===== src/rtl/fetch_pkg.sv =====
// Shared types and constants for the instruction fetch queue.
package fetch_pkg;

  localparam int unsigned PC_STEP = 4;
  localparam int unsigned INSTR_W = 32;
  localparam int unsigned ADDR_W  = 32;

  typedef enum logic {
    RUN,
    DRAIN
  } fetch_state_e;

  typedef struct packed {
    logic [INSTR_W-1:0] instr;
    logic [ADDR_W-1:0]  pc;
  } fetch_entry_t;

endpackage


===== src/rtl/fetch_fifo.sv =====
// Prefetch FIFO of {instr, pc} entries; flush wins over push, head is registered.
module fetch_fifo
  import fetch_pkg::*;
#(
  parameter int unsigned DEPTH = 4
) (
  input  logic                   clk,
  input  logic                   rst_n,
  input  logic                   push,
  input  logic                   pop,
  input  logic                   flush,
  input  fetch_entry_t           push_entry,
  output fetch_entry_t           head,
  output logic [$clog2(DEPTH):0] count
);

  localparam int unsigned PTR_W = $clog2(DEPTH);
  localparam int unsigned CNT_W = PTR_W + 1;

  fetch_entry_t     mem [DEPTH];
  logic [PTR_W-1:0] wr_ptr;
  logic [PTR_W-1:0] rd_ptr;
  logic [CNT_W-1:0] remaining;
  fetch_entry_t     head_d;

  // Head register holds its last value once the FIFO drains.
  always_comb begin
    remaining = count - CNT_W'(pop);
    head_d    = head;
    if (remaining != '0) begin
      head_d = mem[rd_ptr + PTR_W'(pop)];
    end else if (push) begin
      head_d = push_entry;
    end
  end

  always_ff @(posedge clk) begin
    if (push && !flush) begin
      mem[wr_ptr] <= push_entry;
    end
  end

  always_ff @(posedge clk or negedge rst_n) begin
    if (!rst_n) begin
      wr_ptr <= '0;
      rd_ptr <= '0;
      count  <= '0;
      head   <= '0;
    end else if (flush) begin
      wr_ptr <= '0;
      rd_ptr <= '0;
      count  <= '0;
    end else begin
      if (push) wr_ptr <= wr_ptr + PTR_W'(1);
      if (pop)  rd_ptr <= rd_ptr + PTR_W'(1);
      if (push && !pop) begin
        count <= count + CNT_W'(1);
      end else if (pop && !push) begin
        count <= count - CNT_W'(1);
      end
      head <= head_d;
    end
  end

endmodule


===== src/rtl/instr_fetch_queue.sv =====
// Fetch stage: credit-limited word fetches over req/ack into a prefetch FIFO,
// with redirect flush and a drain state for a request already in flight.
module instr_fetch_queue
  import fetch_pkg::*;
#(
  parameter int unsigned       DEPTH    = 4,
  parameter logic [ADDR_W-1:0] RESET_PC = 32'h0000_0000
) (
  input  logic                 clk_i,
  input  logic                 rst_i,
  output logic                 mem_req_o,
  output logic [ADDR_W-1:0]    mem_addr_o,
  input  logic                 mem_ack_i,
  input  logic [INSTR_W-1:0]   mem_data_i,
  input  logic                 redirect_i,
  input  logic [ADDR_W-1:0]    redirect_pc_i,
  output logic                 instr_valid_o,
  output logic [INSTR_W-1:0]   instr_o,
  output logic [ADDR_W-1:0]    instr_pc_o,
  input  logic                 instr_ready_i
);

  localparam int unsigned CNT_W = $clog2(DEPTH) + 1;

  fetch_state_e      state_q, state_d;
  logic              req_q, req_d;
  logic [ADDR_W-1:0] addr_q, addr_d;
  logic [ADDR_W-1:0] fetch_pc_q, fetch_pc_d;
  logic [CNT_W-1:0]  count, count_d;
  logic              fire, hold, push, pop;
  fetch_entry_t      push_entry, head;

  assign fire = req_q && mem_ack_i;
  assign hold = req_q && !mem_ack_i;
  assign pop  = instr_valid_o && instr_ready_i;
  assign push = fire && (state_q == RUN) && !redirect_i;

  assign push_entry.instr = mem_data_i;
  assign push_entry.pc    = addr_q;

  fetch_fifo #(
    .DEPTH(DEPTH)
  ) u_fifo (
    .clk       (clk_i),
    .rst_n     (rst_i),
    .push      (push),
    .pop       (pop),
    .flush     (redirect_i),
    .push_entry(push_entry),
    .head      (head),
    .count     (count)
  );

  // Credit is judged on next-cycle occupancy; an unacked request keeps its address.
  always_comb begin
    state_d    = state_q;
    fetch_pc_d = fetch_pc_q;
    if (redirect_i) begin
      fetch_pc_d = redirect_pc_i & ~ADDR_W'(3);
      state_d    = hold ? DRAIN : RUN;
    end else if (fire) begin
      state_d = RUN;
      if (state_q == RUN) fetch_pc_d = fetch_pc_q + ADDR_W'(PC_STEP);
    end
    count_d = redirect_i ? '0 : count + CNT_W'(push) - CNT_W'(pop);
    req_d   = hold || (count_d < CNT_W'(DEPTH));
    addr_d  = hold ? addr_q : fetch_pc_d;
  end

  always_ff @(posedge clk_i or negedge rst_i) begin
    if (!rst_i) begin
      state_q    <= RUN;
      req_q      <= 1'b0;
      addr_q     <= RESET_PC;
      fetch_pc_q <= RESET_PC;
    end else begin
      state_q    <= state_d;
      req_q      <= req_d;
      addr_q     <= addr_d;
      fetch_pc_q <= fetch_pc_d;
    end
  end

  assign mem_req_o     = req_q;
  assign mem_addr_o    = addr_q;
  assign instr_valid_o = (count != '0);
  assign instr_o       = head.instr;
  assign instr_pc_o    = head.pc;

endmodule


===== config.mk =====
export PLATFORM = sky130hd
export DESIGN_NAME = instr_fetch_queue
export DESIGN_NICKNAME = d
export VERILOG_FILES = /design/src/rtl/fetch_pkg.sv /design/src/rtl/fetch_fifo.sv /design/src/rtl/instr_fetch_queue.sv
export SDC_FILE = /design/constraint.sdc
export NUM_CORES = 1
export LEC_CHECK = 0
export CAP_MARGIN = 20
export CORE_MARGIN = 2
export CORE_UTILIZATION = 25
export CTS_CLUSTER_DIAMETER = 30
export DETAILED_ROUTE_END_ITERATION = 8
export PLACE_DENSITY = 0.42
export SETUP_SLACK_MARGIN = 0.02
export SYNTH_ARGS = -nofsm -noshare
export SYNTH_HDL_FRONTEND = slang
export SYNTH_SLANG_ARGS = --single-unit

===== constraint.sdc =====
create_clock -name clk_i -period 3.2 [get_ports clk_i]
set_clock_uncertainty 0.1 [all_clocks]
set_input_delay 0.48 -clock clk_i [delete_from_list [all_inputs] [get_ports clk_i]]
set_output_delay 0.48 -clock clk_i [all_outputs]
set_load 0.01 [all_outputs]

==> summary.md, run 1 <==
| Metric | Value |
|---|---|
| Status | `completed` |
| Final Max Slew Viols | `0` |
| Maximum fanout along the worst path | `5` |
| Filler cells | `6056` |
| Ys flop type | `edfxtp_1` |
| Die Y-Extent | `257 um` |
| CTS Root Cell | `clkbuf_16` |
| Initial drt markers | `547` |
| First-pass iteration count of the detailed router | `4` |
| Clk sinks | `393` |
| Core area | `63200 um^2` |
| Synth-to-layout area growth | `40.2%` |
| Top Layer Used | `met4` |
| Leakage | `8.38 nW` |
| Non-filler instance count after layout | `2163` |
| Clock latency on the worst-skew pair | `0.62 ns` |
| Min Clock Period, post-route | `2.63 ns` |
| #FFs+latches synth | `393` |
| Post-synth cell types | `55` |
| Largest net degree at the start of global routing | `48` |
| Least-Margin Pin Slew | `0.666 ns` |
| Gr ovfl total | `0` |
| Fmax | `380 MHz` |
| Placed Instances | `1969` |
| HPWL Detailed | `25.1 mm` |
| CTS tree | `yes` |
| CP Class | `reg2out` |
| Ports | `167` |
| Vias | `9297` |
| Inserted Clock Buffers | `103` |
| Mean Syn Cell Area | `16.4 um^2` |
| FF/Latch Area | `11100 um^2` |
| Port bufs | `164` |
| Final hold slack | `0.220 ns` |
| Final Hold Viols | `0` |
| Hold path cells | `2` |
| Startpoint class of the critical path | `register` |
| Die width | `257 um` |
| Slew HR | `55.3%` |
| Total track usage | `13.0%` |
| Post-CTS setup buffers | `0` |
| Max Buffers Root-to-Sink | `3` |
| Hold Crit Class | `in2reg` |
| Top post-synthesis cells by area | `edfxtp_1 (48%), dfrtp_1 (21%), mux4_2 (9.0%)` |
| Starting Density | `25.3%` |
| GPL Wtd Cong | `0.732` |
| Pwr dens | `1070 nW/um^2` |
| Antenna Cells | `0` |
| Vias per inst | `4.30` |
| Top-count cell post-synth | `edfxtp_1` |
| Layout cells sized above 1 | `22.6%` |
| # DRC | `0` |
| Crit path required time | `2.62 ns` |
| Max Cap Violations | `0` |
| Seq/Total Area, Yosys | `69.5%` |
| RSZ-0062 raised after global routing | `no` |
| Wire length on met2 | `19.6 mm` |
| Number of global-route vias before repair | `10240` |
| # setup viols final | `0` |
| Yosys top cell area share | `48.1%` |
| Util after Layout | `35.5%` |
| CP Capture Type | `output pin` |
| Peak supply drop | `691 uV` |
| H-tree depth | `3` |
| Multi-input gate area | `4620 um^2` |
| CTS clock-pin slew for the worst setup and hold paths | `0.04 ns` |
| First-pass GRT wire length | `64.3 mm` |
| Mapped cell area | `16000 um^2` |
| Cells after Synth | `976` |
| Commonest cells in the netlist | `edfxtp_1 (256), dfrtp_1 (137), nand2_1 (109)` |
| FP Rows | `92` |
| Syn nets | `1055` |
| Die Footprint | `66000 um^2` |
| Fin crit share | `82.2%` |
| Antenna violations before repair | `0` |
| WP data arrival | `2.05 ns` |
| Asr flop ratio synth | `34.9%` |
| Met1 Wirelength | `18.7 mm` |
| Routed wl met3 | `2.02 mm` |
| Biggest area consumer among synthesized cells | `edfxtp_1` |
| Antenna violation net count after detailed routing | `0` |
| Post-route cell area | `22400 um^2` |
| Area after DPL | `19000 um^2` |
| Post-synth EDFFs | `256` |
| Syn. warnings | `0` |
| Drt wl/cell | `19.1 um` |
| Setup_tns | `0 ns` |
| Drt total wl | `41.3 mm` |
| Reg2Reg Depth | `6` |
| Layout Nets | `1308` |
report_power, final:
part	total (mW)	internal (mW)	switching, mW
sequential	7.24	6.50	0.741
clock	9.98	7.02	2.96
combinational	6.71	3.50	3.21
total	23.9	17.0	6.91
cells by family (layout without fill, tap and decap cells):
| logic type | count (synthesis) | after routing | share of synthesized area (%) |
|---|---|---|---|
| DFF | 393 | 393 | 69.5 |
| and+or+nand+nor | 212 | 212 | 6.77 |
| muxes | 152 | 152 | 14.7 |
| AOI/OAI and AO/OA | 113 | 113 | 4.31 |
| buffers and inverters | 62 | 403 | 1.96 |
| xor gates and xnor gates | 34 | 34 | 1.91 |
| adders and majority gates | 10 | 10 | 0.830 |
final timing paths:
check                                start  slack [ns]          endpoint
max in group asynchronous            rst_i        1.94    fetch_pc_q[11]
max                        u_fifo.count[2]        0.57     instr_valid_o
min reg2reg                u_fifo.head[45]        0.37   u_fifo.head[45]
min                             redirect_i        0.22  u_fifo.rd_ptr[1]
max reg2reg                u_fifo.count[2]        0.61   u_fifo.head[18]
min in group asynchronous            rst_i        0.29    mem_addr_o[30]
final cells by class:
| type | instances | area share (%) |
|---|---|---|
| well taps | 846 | 4.72 |
| multi-input cells | 521 | 20.6 |
| flip-flops and latches | 393 | 49.6 |
| clock buffers | 133 | 12.5 |
| clock inverters | 60 | 2.73 |
| repair buffers | 201 | 9.68 |
| inverters | 9 | 0.151 |
critical path, stage by stage, from the launching register on:
cell	delay, ns
dfrtp_1	0.44
or3_1	0.47
clkdlybuf4s50_1	0.52
per-stage QoR:
stage / worst slack, ns / power, mW
finish: 0.570 / 23.9
global route: 0.445 / 25.3
CTS: 0.493 / 24.4
detailed placement: 0.145 / 14.3
global placement: 0.136 / 14.2
floorplan: 0.209 / 11.2
placed cells by master, fill, tap and decap left out, types with 3 or more instances in the layout:
master,netlist,layout
a21oi_1,8,8
a221o_1,15,15
and2_4,0,4
and3_1,18,18
buf_12,0,20
buf_4,6,16
bufinv_16,0,12
clkbuf_1,20,20
clkbuf_16,0,104
clkbuf_8,0,9
clkdlybuf4s50_1,0,162
clkinv_1,0,16
clkinv_2,0,25
clkinvlp_4,0,3
dfrtp_1,137,137
edfxtp_1,256,256
ha_1,9,8
inv_1,9,9
inv_6,0,3
mux2_1,6,6
mux2_2,15,15
mux2i_1,67,67
mux4_2,64,64
nand2_1,109,109
nand3_1,12,11
nand3b_1,4,4
nand4_1,13,13
nor2_1,20,20
nor2b_1,7,6
nor3_1,3,3
nor4_1,3,3
o21ai_0,54,54
o21ai_1,23,23
xnor2_1,29,29
xor2_1,4,4
layer usage:
layer  track usage (%)  vias up
li1                  -     4300
met1              16.7     4717
met2              20.7      215
met3              3.08       65
met4              5.81        0
met5                 0        -
registers in the layout (all words and copies together), names as in the netlist:
signal / count
u_fifo.wr_ptr: 2
u_fifo.mem: 256
mem_req_o: 1
u_fifo.count: 3
u_fifo.rd_ptr: 2
fetch_pc_q: 32
u_fifo.head: 64
mem_addr_o: 32
state_q: 1
timing repair:
item | in CTS | in global routing
hold endpoints to repair | 43 | 0
resized for setup | 0 | 0
hold buffers | 1 | 0
Note: power is estimated with default switching activity, not from simulation.
==> inputs of run 2 (changes only) <==
clock period = 2.7 ns   (was 3.2 ns; I/O delays follow)
==> run 2 against run 1 <==
Effect of this change: non-clock buffer count rose by 23; core utilization up 0.57 points; clock power up 20%; final area is 1.6% higher; via count grew 0.42%; register-to-register slack worse by 0.44 ns; sequential share of layout area is 0.78 points lower; first-iteration DRC count decreased by 29%; sequential power increased by 19%; critical endpoint unchanged; largest cell class unchanged.
==> summary.md, run 2 (synthesized netlist as in run 1, its figures left out) <==
| Metric | Value |
|---|---|
| Initial drt markers | `386` |
| Least-Margin Pin Slew | `0.626 ns` |
| Clk sinks | `393` |
| Ports | `167` |
| Commonest non-fill, non-tap cell in the layout | `edfxtp_1` |
| Drt wl/cell | `18.8 um` |
| CTS Root Cell | `clkbuf_16` |
| CP Capture Type | `output pin` |
| Final Max Slew Viols | `0` |
| H-tree depth | `3` |
| Die Footprint | `66000 um^2` |
| Vias per inst | `4.27` |
| Pwr dens | `1280 nW/um^2` |
| Fmax | `383 MHz` |
| CP cell instances | `buf_4, or3_1, clkdlybuf4s50_1` |
| Fin crit share | `96.6%` |
| Peak supply drop | `508 uV` |
| Antenna Cells | `0` |
| CP Class | `reg2out` |
| First-pass GRT wire length | `63.3 mm` |
| Antenna violation net count after detailed routing | `0` |
| Most frequent cells in the layout | `edfxtp_1 (256), clkdlybuf4s50_1 (162), dfrtp_1 (137)` |
| WP data arrival | `2.10 ns` |
| Die width | `257 um` |
| Die Y-Extent | `257 um` |
| GPL Wtd Cong | `0.749` |
| Family with the most delay on the worst path | `buffers and inverters` |
| Largest stage delay, worst path | `0.51 ns` |
| Inserted Clock Buffers | `103` |
| Area after DPL | `19300 um^2` |
| First-pass iteration count of the detailed router | `6` |
| Status | `completed` |
| Maximum fanout along the worst path | `4` |
| Final Total Pwr | `29.1 mW` |
| Slew HR | `58.0%` |
| Number of global-route vias before repair | `10361` |
| # setup viols final | `0` |
| Clock latency on the worst-skew pair | `0.62 ns` |
| HPWL Detailed | `25.8 mm` |
| Port bufs | `164` |
| Max Cap Violations | `0` |
| Layout cells sized above 1 | `23.9%` |
| Largest net degree at the start of global routing | `85` |
| Post-route cell area | `22800 um^2` |
| # DRC | `0` |
| Antenna violations before repair | `0` |
| Core area | `63200 um^2` |
| Gr ovfl total | `0` |
| Vias | `9336` |
| Top reg by flops | `u_fifo.mem` |
| Hold Crit Class | `in2async` |
| Startpoint class of the critical path | `register` |
| Final Hold Viols | `0` |
| Max Buffers Root-to-Sink | `3` |
| Buffers plus inverters on the worst setup path | `2` |
| FP Rows | `92` |
| Starting Density | `25.3%` |
| CTS tree | `yes` |
| Min Clock Period, post-route | `2.61 ns` |
| Layout Nets | `1331` |
| Total track usage | `12.7%` |
| Largest registers | `u_fifo.mem x256, u_fifo.head x64` |
| Largest register FFs | `256` |
| Leakage | `8.55 nW` |
| Crit path required time | `2.19 ns` |
| Synth-to-layout area growth | `42.4%` |
| CTS clock-pin slew for the worst setup and hold paths | `0.04 ns` |
| RSZ-0062 raised after global routing | `no` |
| Slowest CP cell | `clkdlybuf4s50_1` |
| Drt total wl | `41.2 mm` |
run 2: cell type report:
class,count,area (um^2)
Clock inverter,50,592
Inverter,9,33.8
Clock buffer,144,2890
Timing Repair Buffer,224,2450
Fill cell,6008,40400
Sequential cell,393,11100
Multi-Input combinational cell,521,4620
Tap cell,846,1060
run 2: final timing paths:
check	cells after the start	slack (ns)	start	to
min reg2reg	2	0.37	u_fifo.head[48]	u_fifo.head[48]
max	3	0.09	u_fifo.count[2]	instr_valid_o
min	2	0.16	rst_i	fetch_pc_q[28]
max in group asynchronous	3	1.53	rst_i	fetch_pc_q[15]
min in group clk_i	3	0.25	redirect_i	u_fifo.count[2]
max reg2reg	7	0.17	u_fifo.count[0]	u_fifo.head[41]
run 2: routing by layer:
metal	part of all wire (%)	global-route usage, %	vias up
li1	-	-	4338
met3	4.7	3.06	67
met2	48	20.7	207
met4	2.2	5.25	0
met5	0	0	-
met1	45	16.2	4724
run 2: stage by stage:
step	setup TNS, ns	instances	hold slack (ns)	setup WS, ns	utilization, %
2_1_floorplan	0	976	0.00941	0.0946	-
3_3_place_gp	-4.42	1992	0.233	-0.151	30.5
3_5_place_dp	-3.91	1992	0.237	-0.129	30.5
4_1_cts	0	2187	0.136	0.0686	36.0
5_1_grt	0	2187	0.183	0.0397	36.0
6_report	0	2187	0.155	0.0914	36.0
run 2: what timing repair did:
item,CTS,global route
setup buffers,0,0
resized for setup,0,0
endpoints found under the hold margin,39,0
hold buffers,1,0
run 2: power breakdown:
| part | switching (mW) | internal, mW |
|---|---|---|
| registers | 0.891 | 7.70 |
| clock network | 3.54 | 8.42 |
| logic | 3.89 | 4.65 |
| total | 8.32 | 20.8 |
